--- config.mk ---
export PLATFORM = sky130hd
export DESIGN_NAME = gauss_kernel_gen
export DESIGN_NICKNAME = d
export VERILOG_FILES = /design/src/rtl/gauss_kernel_gen.sv
export SDC_FILE = /design/constraint.sdc
export NUM_CORES = 2
export LEC_CHECK = 0
export CAP_MARGIN = 25
export CORE_MARGIN = 1.5
export CORE_UTILIZATION = 45
export CTS_CLUSTER_DIAMETER = 150
export DETAILED_ROUTE_END_ITERATION = 10
export HOLD_SLACK_MARGIN = 0.15
export PLACE_DENSITY = 0.67
export SLEW_MARGIN = 0
export SYNTH_ARGS = -nofsm -noshare
export SYNTH_HDL_FRONTEND = slang
export SYNTH_SLANG_ARGS = --single-unit
--- constraint.sdc ---
create_clock -name clk -period 20 [get_ports clk]
set_input_delay 3 -clock clk [delete_from_list [all_inputs] [get_ports clk]]
set_output_delay 3 -clock clk [all_outputs]
set_load 0.05 [all_outputs]
--- src/rtl/gauss_kernel_gen.sv ---
// Gaussian kernel generator: builds one quadrant from a 1D ROM vector, mirrors it to NxN, commits kernel+sum.
// Optional macro GAUSS_KERNEL_SEP_OUT_EN adds the mirrored 1D vector (row_vec) and its sum (row_sum).
module gauss_kernel_gen #(
  parameter int MAX_KERNEL = 7,
  parameter int COEF_W     = 8,
  parameter int SIGMA_W    = 3,
  parameter int SUM_W      = COEF_W + 2*$clog2(MAX_KERNEL)
) (
  input  logic                                           clk,
  input  logic                                           n_rst,
  input  logic                                           start,
  input  logic [SIGMA_W-1:0]                             sigma,
  input  logic [$clog2(MAX_KERNEL):0]                    kernel_size,
  output logic                                           busy,
  output logic [MAX_KERNEL-1:0][MAX_KERNEL-1:0][COEF_W-1:0] kernel,
  output logic [SUM_W-1:0]                               sum,
  output logic                                           done,
  output logic                                           err,
`ifdef GAUSS_KERNEL_SEP_OUT_EN
  output logic [MAX_KERNEL-1:0][COEF_W-1:0]              row_vec,
  output logic [COEF_W+$clog2(MAX_KERNEL)-1:0]           row_sum,
`endif
  output logic [1:0]                                     dbg_state
);

  localparam int C_MAX = (MAX_KERNEL - 1) / 2;
  localparam int ND    = C_MAX + 1;
  localparam int NS    = 2**SIGMA_W;
  localparam int CW    = (ND > 1) ? $clog2(ND) : 1;
  localparam int KW    = $clog2(MAX_KERNEL) + 1;
  localparam int IW    = $clog2(MAX_KERNEL);
  localparam int PW    = 2 * COEF_W;
  localparam int RSW   = COEF_W + $clog2(MAX_KERNEL);

  typedef logic [NS-1:0][ND-1:0][COEF_W-1:0] rom_t;
  typedef enum logic [1:0] {S_IDLE, S_LOAD, S_QUAD, S_COMMIT} state_t;

  // exp(-x) in Q30: Taylor series on x/16, then squared four times to undo the scaling.
  function automatic logic [COEF_W-1:0] gauss_coef(input int s, input int d);
    logic [63:0] one;
    logic [63:0] x;
    logic [63:0] t;
    logic [63:0] acc;
    one = 64'd1 << 30;
    x   = (64'(d * d) << 30) / 64'(32 * s * s);
    acc = one;
    t   = one;
    for (int n = 1; n <= 8; n++) begin
      t = ((t * x) >> 30) / 64'(n);
      if ((n % 2) == 1) acc = acc - t;
      else              acc = acc + t;
    end
    for (int k = 0; k < 4; k++) acc = (acc * acc) >> 30;
    return COEF_W'((64'((1 << COEF_W) - 1) * acc + (one >> 1)) >> 30);
  endfunction

  function automatic rom_t build_rom();
    rom_t rom;
    rom = '0;
    for (int s = 1; s < NS; s++)
      for (int d = 0; d < ND; d++)
        rom[s][d] = gauss_coef(s, d);
    return rom;
  endfunction

  localparam rom_t G_ROM = build_rom();

  state_t                                            r_state;
  state_t                                            w_state_nxt;
  logic [SIGMA_W-1:0]                                r_sigma;
  logic [CW-1:0]                                     r_c;
  logic [CW-1:0]                                     r_i;
  logic [CW-1:0]                                     r_j;
  logic [ND-1:0][COEF_W-1:0]                         r_gvec;
  logic [MAX_KERNEL-1:0][MAX_KERNEL-1:0][COEF_W-1:0] r_shadow;
  logic [MAX_KERNEL-1:0][MAX_KERNEL-1:0][COEF_W-1:0] r_kernel;
  logic [SUM_W-1:0]                                  r_acc;
  logic [SUM_W-1:0]                                  r_sum;
  logic                                              r_busy;
  logic                                              r_done;
  logic                                              r_err;

  logic              w_args_ok;
  logic              w_accept;
  logic              w_reject;
  logic [CW-1:0]     w_c_in;
  logic [CW-1:0]     w_dx;
  logic [CW-1:0]     w_dy;
  logic [PW-1:0]     w_prod;
  logic [COEF_W-1:0] w_e;
  logic [SUM_W-1:0]  w_add;
  logic [IW-1:0]     w_xp;
  logic [IW-1:0]     w_xm;
  logic [IW-1:0]     w_yp;
  logic [IW-1:0]     w_ym;

  assign w_args_ok = (sigma != '0) && kernel_size[0] && (kernel_size <= KW'(MAX_KERNEL));
  assign w_c_in    = CW'(kernel_size >> 1);

  always_ff @(posedge clk) begin
    if (!n_rst) r_state <= S_IDLE;
    else        r_state <= w_state_nxt;
  end

  always_comb begin
    w_state_nxt = r_state;
    w_accept    = 1'b0;
    w_reject    = 1'b0;
    case (r_state)
      S_IDLE: begin
        if (start) begin
          if (w_args_ok) begin
            w_accept    = 1'b1;
            w_state_nxt = S_LOAD;
          end else begin
            w_reject    = 1'b1;
          end
        end
      end
      S_LOAD:   if (r_i == r_c) w_state_nxt = S_QUAD;
      S_QUAD:   if ((r_i == r_c) && (r_j == r_c)) w_state_nxt = S_COMMIT;
      S_COMMIT: w_state_nxt = S_IDLE;
      default:  w_state_nxt = S_IDLE;
    endcase
  end

  // Quadrant point (i,j) maps to offsets (dx,dy) from centre; its value lands in up to four mirrored cells.
  always_comb begin
    w_dx   = r_c - r_i;
    w_dy   = r_c - r_j;
    w_prod = PW'(r_gvec[w_dx]) * PW'(r_gvec[w_dy]);
    w_e    = COEF_W'((w_prod + PW'(2**(COEF_W-1))) >> COEF_W);
    if ((w_dx == '0) && (w_dy == '0))      w_add = SUM_W'(w_e);
    else if ((w_dx == '0) || (w_dy == '0)) w_add = SUM_W'(w_e) << 1;
    else                                   w_add = SUM_W'(w_e) << 2;
    w_xp   = IW'(r_c) + IW'(w_dx);
    w_xm   = IW'(r_c) - IW'(w_dx);
    w_yp   = IW'(r_c) + IW'(w_dy);
    w_ym   = IW'(r_c) - IW'(w_dy);
  end

`ifdef GAUSS_KERNEL_SEP_OUT_EN
  logic [MAX_KERNEL-1:0][COEF_W-1:0] r_row_vec;
  logic [RSW-1:0]                    r_row_sum;
  logic [MAX_KERNEL-1:0][COEF_W-1:0] w_row_vec;
  logic [RSW-1:0]                    w_row_sum;

  function automatic logic [CW-1:0] dist(input int x, input int c);
    return CW'((x <= c) ? (c - x) : (x - c));
  endfunction

  always_comb begin
    w_row_vec = '0;
    w_row_sum = '0;
    for (int x = 0; x < MAX_KERNEL; x++) begin
      if (x <= 2 * int'(r_c)) begin
        w_row_vec[x] = r_gvec[dist(x, int'(r_c))];
        w_row_sum    = w_row_sum + RSW'(r_gvec[dist(x, int'(r_c))]);
      end
    end
  end

  always_ff @(posedge clk) begin
    if (!n_rst) begin
      r_row_vec <= '0;
      r_row_sum <= '0;
    end else if (r_state == S_COMMIT) begin
      r_row_vec <= w_row_vec;
      r_row_sum <= w_row_sum;
    end
  end

  assign row_vec = r_row_vec;
  assign row_sum = r_row_sum;
`endif

  always_ff @(posedge clk) begin
    if (!n_rst) begin
      r_sigma  <= '0;
      r_c      <= '0;
      r_i      <= '0;
      r_j      <= '0;
      r_gvec   <= '0;
      r_shadow <= '0;
      r_kernel <= '0;
      r_acc    <= '0;
      r_sum    <= '0;
      r_busy   <= 1'b0;
      r_done   <= 1'b0;
      r_err    <= 1'b0;
    end else begin
      r_busy <= (w_state_nxt == S_LOAD) || (w_state_nxt == S_QUAD);
      r_done <= (r_state == S_COMMIT);
      r_err  <= w_reject;
      case (r_state)
        S_IDLE: begin
          if (w_accept) begin
            r_sigma  <= sigma;
            r_c      <= w_c_in;
            r_i      <= '0;
            r_j      <= '0;
            r_shadow <= '0;
            r_acc    <= '0;
          end
        end
        S_LOAD: begin
          r_gvec[r_i] <= G_ROM[r_sigma][r_i];
          r_i         <= (r_i == r_c) ? '0 : r_i + CW'(1);
        end
        S_QUAD: begin
          r_shadow[w_yp][w_xp] <= w_e;
          r_shadow[w_yp][w_xm] <= w_e;
          r_shadow[w_ym][w_xp] <= w_e;
          r_shadow[w_ym][w_xm] <= w_e;
          r_acc                <= r_acc + w_add;
          if (r_i == r_c) begin
            r_i <= '0;
            r_j <= r_j + CW'(1);
          end else begin
            r_i <= r_i + CW'(1);
          end
        end
        S_COMMIT: begin
          r_kernel <= r_shadow;
          r_sum    <= r_acc;
        end
        default: ;
      endcase
    end
  end

  assign busy      = r_busy;
  assign kernel    = r_kernel;
  assign sum       = r_sum;
  assign done      = r_done;
  assign err       = r_err;
  assign dbg_state = r_state;

endmodule

==> impl_metrics.json <==
{
  "diodes": 0,
  "p_seq_share_pct": 44.5,
  "path_clk_slew_ns": 0.06,
  "drc_errors": 0,
  "cts_max_level": 3,
  "netSwitchingFraction_pct": 27.7,
  "rr_endpoint": "r_acc[13]",
  "first_pass_iters": 5,
  "p_switching_w": 0.00110,
  "ctsHoldBuffers": 0,
  "die_x_um": 279,
  "syn-num-nets": 3652,
  "rsz0062_at_grt": "no",
  "synthSimpleGateAreaFrac_pct": 14.5,
  "syn_area_sq_mm": 0.0344,
  "clkSinkCount": 877,
  "grt_usage_pct": 26.0,
  "vias": 26900,
  "rr_startpoint": "r_i[0]",
  "hold_start": "r_sigma[1]",
  "hpwl_mm": 68.6,
  "worst_pin_slew_ns": 1.13,
  "rr_worst_depth": 25,
  "async_reset_ff_share_pct": 0,
  "viasPerCell": 5.51,
  "synthMuxAreaShare_pct": 13.6,
  "synth_top_area_share_pct": 51.1,
  "synthCells": 3536,
  "port-buffer-count": 420,
  "synth_edf_count": 0,
  "yosys_register_bits": 877,
  "synth_area_leaders": "dfxtp_1 51%, mux2i_1 12%, nor2_1 9.5%",
  "min_to": "r_sigma[1]",
  "final_util_pct": 55.9,
  "critPathSlowestCell": "fa_1",
  "crit_type": "reg -> reg",
  "synth_top_family_by_area": "simple AND/OR/NAND/NOR gates",
  "timing.fmax_mhz": 110,
  "period_minus_slack_ns": 9.13,
  "worstSkewPairLatency_ns": 0.65,
  "p_per_area_mw_per_mm2": 93.9,
  "regArea_sq_mm": 0.0176,
  "drive_gt1_share_pct": 6.22,
  "ir_drop_mv": 0.0665,
  "cts_setup_buffers": 0,
  "fin_crit_sh_pct": 45.6,
  "crit_path_max_fanout": 34,
  "die_y_um": 279,
  "grt_pass1_vias": 25600,
  "hold_class": "reg -> reg",
  "hold_depth": 2,
  "drv_slew": 0,
  "synth_compound_area_share_pct": 12.1,
  "pwr-share-comb_pct": 12.9,
  "synth_fa_ha_area_share_pct": 4.77,
  "nets": 3962,
  "multi_input_area_sq_mm": 0.0157,
  "cp_slowest_stage_delay_ns": 0.84,
  "grt_overflow": 0,
  "cts_made_buffers": 90,
  "path_common_cell": "fa_1",
  "yosysTopAreaCell": "dfxtp_1",
  "cp.required_ns": 20.56,
  "clockPowerShare_pct": 42.6,
  "finalSetupViolCount": 0,
  "design.die.area_sq_mm": 0.0781,
  "stdcell_count": 4886,
  "tritoncts": "done",
  "cp-start-kind": "flop",
  "yosysWarnings": 0,
  "cts_root_buffer": "clkbuf_16",
  "fin_setup_tns_ns": 0,
  "skew_ns": 0.0292,
  "ys_types": 63,
  "cp.arrival_ns": 9.68,
  "cap_violations": 0,
  "p_int_w": 0.00288,
  "detailedRoute.firstIterationViolations": 2320,
  "area_growth_pct": 23.2,
  "cts_resized": 0,
  "r2r_setup_slack_ns": 10.87,
  "synth_xor_xnor_area_share_pct": 0.382,
  "place.gp.congestion": 0.873,
  "slew_headroom_pct": 24.6,
  "ant_nets": 0,
  "hold_violations": 0,
  "start_util_pct": 45.3,
  "cts.path.max_buffers": 3,
  "placed_cells": 4730,
  "p_leak_nw": 14.9,
  "wl_per_cell_um": 21.4,
  "totalWireLength_mm": 105,
  "rows": 101,
  "core_region_area_sq_mm": 0.0758,
  "grt_pass1_wl_mm": 158,
  "crit_path_end_kind": "flop",
  "synth-main-ff-cell": "dfxtp_1",
  "antenna_found_initial": 3,
  "grt_max_degree": 235,
  "syn_area_per_cell_sq_um": 9.72,
  "status": "completed",
  "num_io_pins": 421,
  "n_fill_cell": 6710,
  "yosysSeqAreaShare_pct": 51.1
}
[power groups by stage]
stage	logic, W	clock network (W)	registers [W]
6_report	0.000512	0.00170	0.00177
5_1_grt	0.000546	0.00179	0.00177
4_1_cts	0.000505	0.00172	0.00177
3_3_place_gp	0.000503	0	0.00181
3_5_place_dp	0.000503	0	0.00181
2_1_floorplan	0.000324	0	0.00181
[worst max path at each step]
stage | slack [ns] | depth (start not counted) | from | endpoint
6_report | 10.87 | 25 | r_i[0] | r_acc[13]
5_1_grt | 10.44 | 25 | r_i[0] | r_acc[13]
3_3_place_gp | 10.87 | 25 | r_i[0] | r_acc[13]
2_1_floorplan | 12.47 | 26 | r_i[1] | r_acc[6]
4_1_cts | 10.64 | 25 | r_i[0] | r_acc[13]
3_5_place_dp | 10.66 | 25 | r_i[0] | r_acc[13]
[registers in the layout (all words and copies together) (netlist names), named ones only]
signal	count
kernel	392
r_shadow	392
r_gvec	32
r_acc	14
sum	14
r_sigma	3
dbg_state	2
r_c	2
r_i	2
r_j	2
busy	1
done	1
err	1
[through the flow]
step                worst slack, ns  cell area, sq um  hold slack [ns]  power, W
floorplan                     12.47             34400            0.443   0.00214
global placement              10.87             39300            0.452   0.00231
detailed placement            10.66             39300            0.463   0.00231
CTS                           10.64             42300            0.473   0.00399
global route                  10.44             42400            0.491   0.00411
finish                        10.87             42400            0.469   0.00398
[cells in the mapped netlist, types with 4 or more instances]
cell type,count
a31o_2,5
a21o_1,20
o21ai_0,40
nand4_1,4
clkbuf_1,192
o21ai_1,21
nand2b_1,18
buf_1,31
fa_1,42
o211ai_1,9
nor2_1,871
a22oi_1,349
o22ai_1,4
xnor2_1,11
o31ai_2,9
nor3_1,29
a21oi_1,50
o31ai_1,40
and2_1,64
xor2_1,4
nor2b_1,5
nand2_1,111
mux2i_1,418
mux4_2,21
inv_1,74
buf_2,14
and3_1,9
nand3_1,70
dfxtp_1,877
ha_1,64
or2_2,4
or3_1,7
[critical path: cells and delay by family, from the launching register on]
family                     cells  cell delay [ns]
AOI/OAI and AO/OA              5             1.67
xor gates and xnor gates       1             0.27
adders and majority gates      8             3.78
buffers and inverters          4             0.75
DFF                            1             0.70
muxes                          3             0.80
and+or+nand+nor                4             1.01
[cells in the final DEF (no fill, tap or decap), drive strengths merged, types with 4 or more instances in the layout]
cell type / instances
a311oi: 4
nand2: 111
o31ai: 50
mux4: 21
o21ai: 61
fa: 42
or2: 4
xnor2: 11
and3: 9
mux2i: 418
o211ai: 9
nor3: 31
ha: 64
nand3: 70
nor2b: 5
and2: 64
a21o: 20
a22oi: 349
xor2: 4
inv: 78
a21oi: 50
a31o: 5
o22ai: 4
buf: 38
nor2: 874
clkdlybuf4s50: 419
nand2b: 18
clkinv: 19
bufinv: 7
or3: 7
nand4: 4
dfxtp: 877
clkbuf: 122
[cells by family (layout without fill, tap and decap cells)]
kind of cell	after synthesis	in the layout
AND/OR/NAND/NOR	1206	1206
flip-flops	877	877
AO/OA/AOI/OAI	577	577
multiplexers	441	441
buffers and inverters	314	686
adder cells (fa/ha/maj)	106	106
XOR/XNOR	15	15
[layer usage]
metal	wire length, um	part of all wire (%)	vias to the layer above	global-route usage [%]
li1	-	-	12800	-
met1	46500	44	13200	35.4
met2	49100	47	765	42.0
met3	6210	5.9	158	4.66
met4	2910	2.8	0	8.02
met5	0	0	-	0
[layout make-up]
cell class | instances | area share [%]
flip-flops and latches | 877 | 41.4
multi-input cells | 2345 | 37.2
repair buffers | 457 | 10.8
clock buffers | 122 | 6.02
well taps | 978 | 2.89
clock inverters | 32 | 1.04
inverters | 75 | 0.682
(Power assumes the default switching activity.)
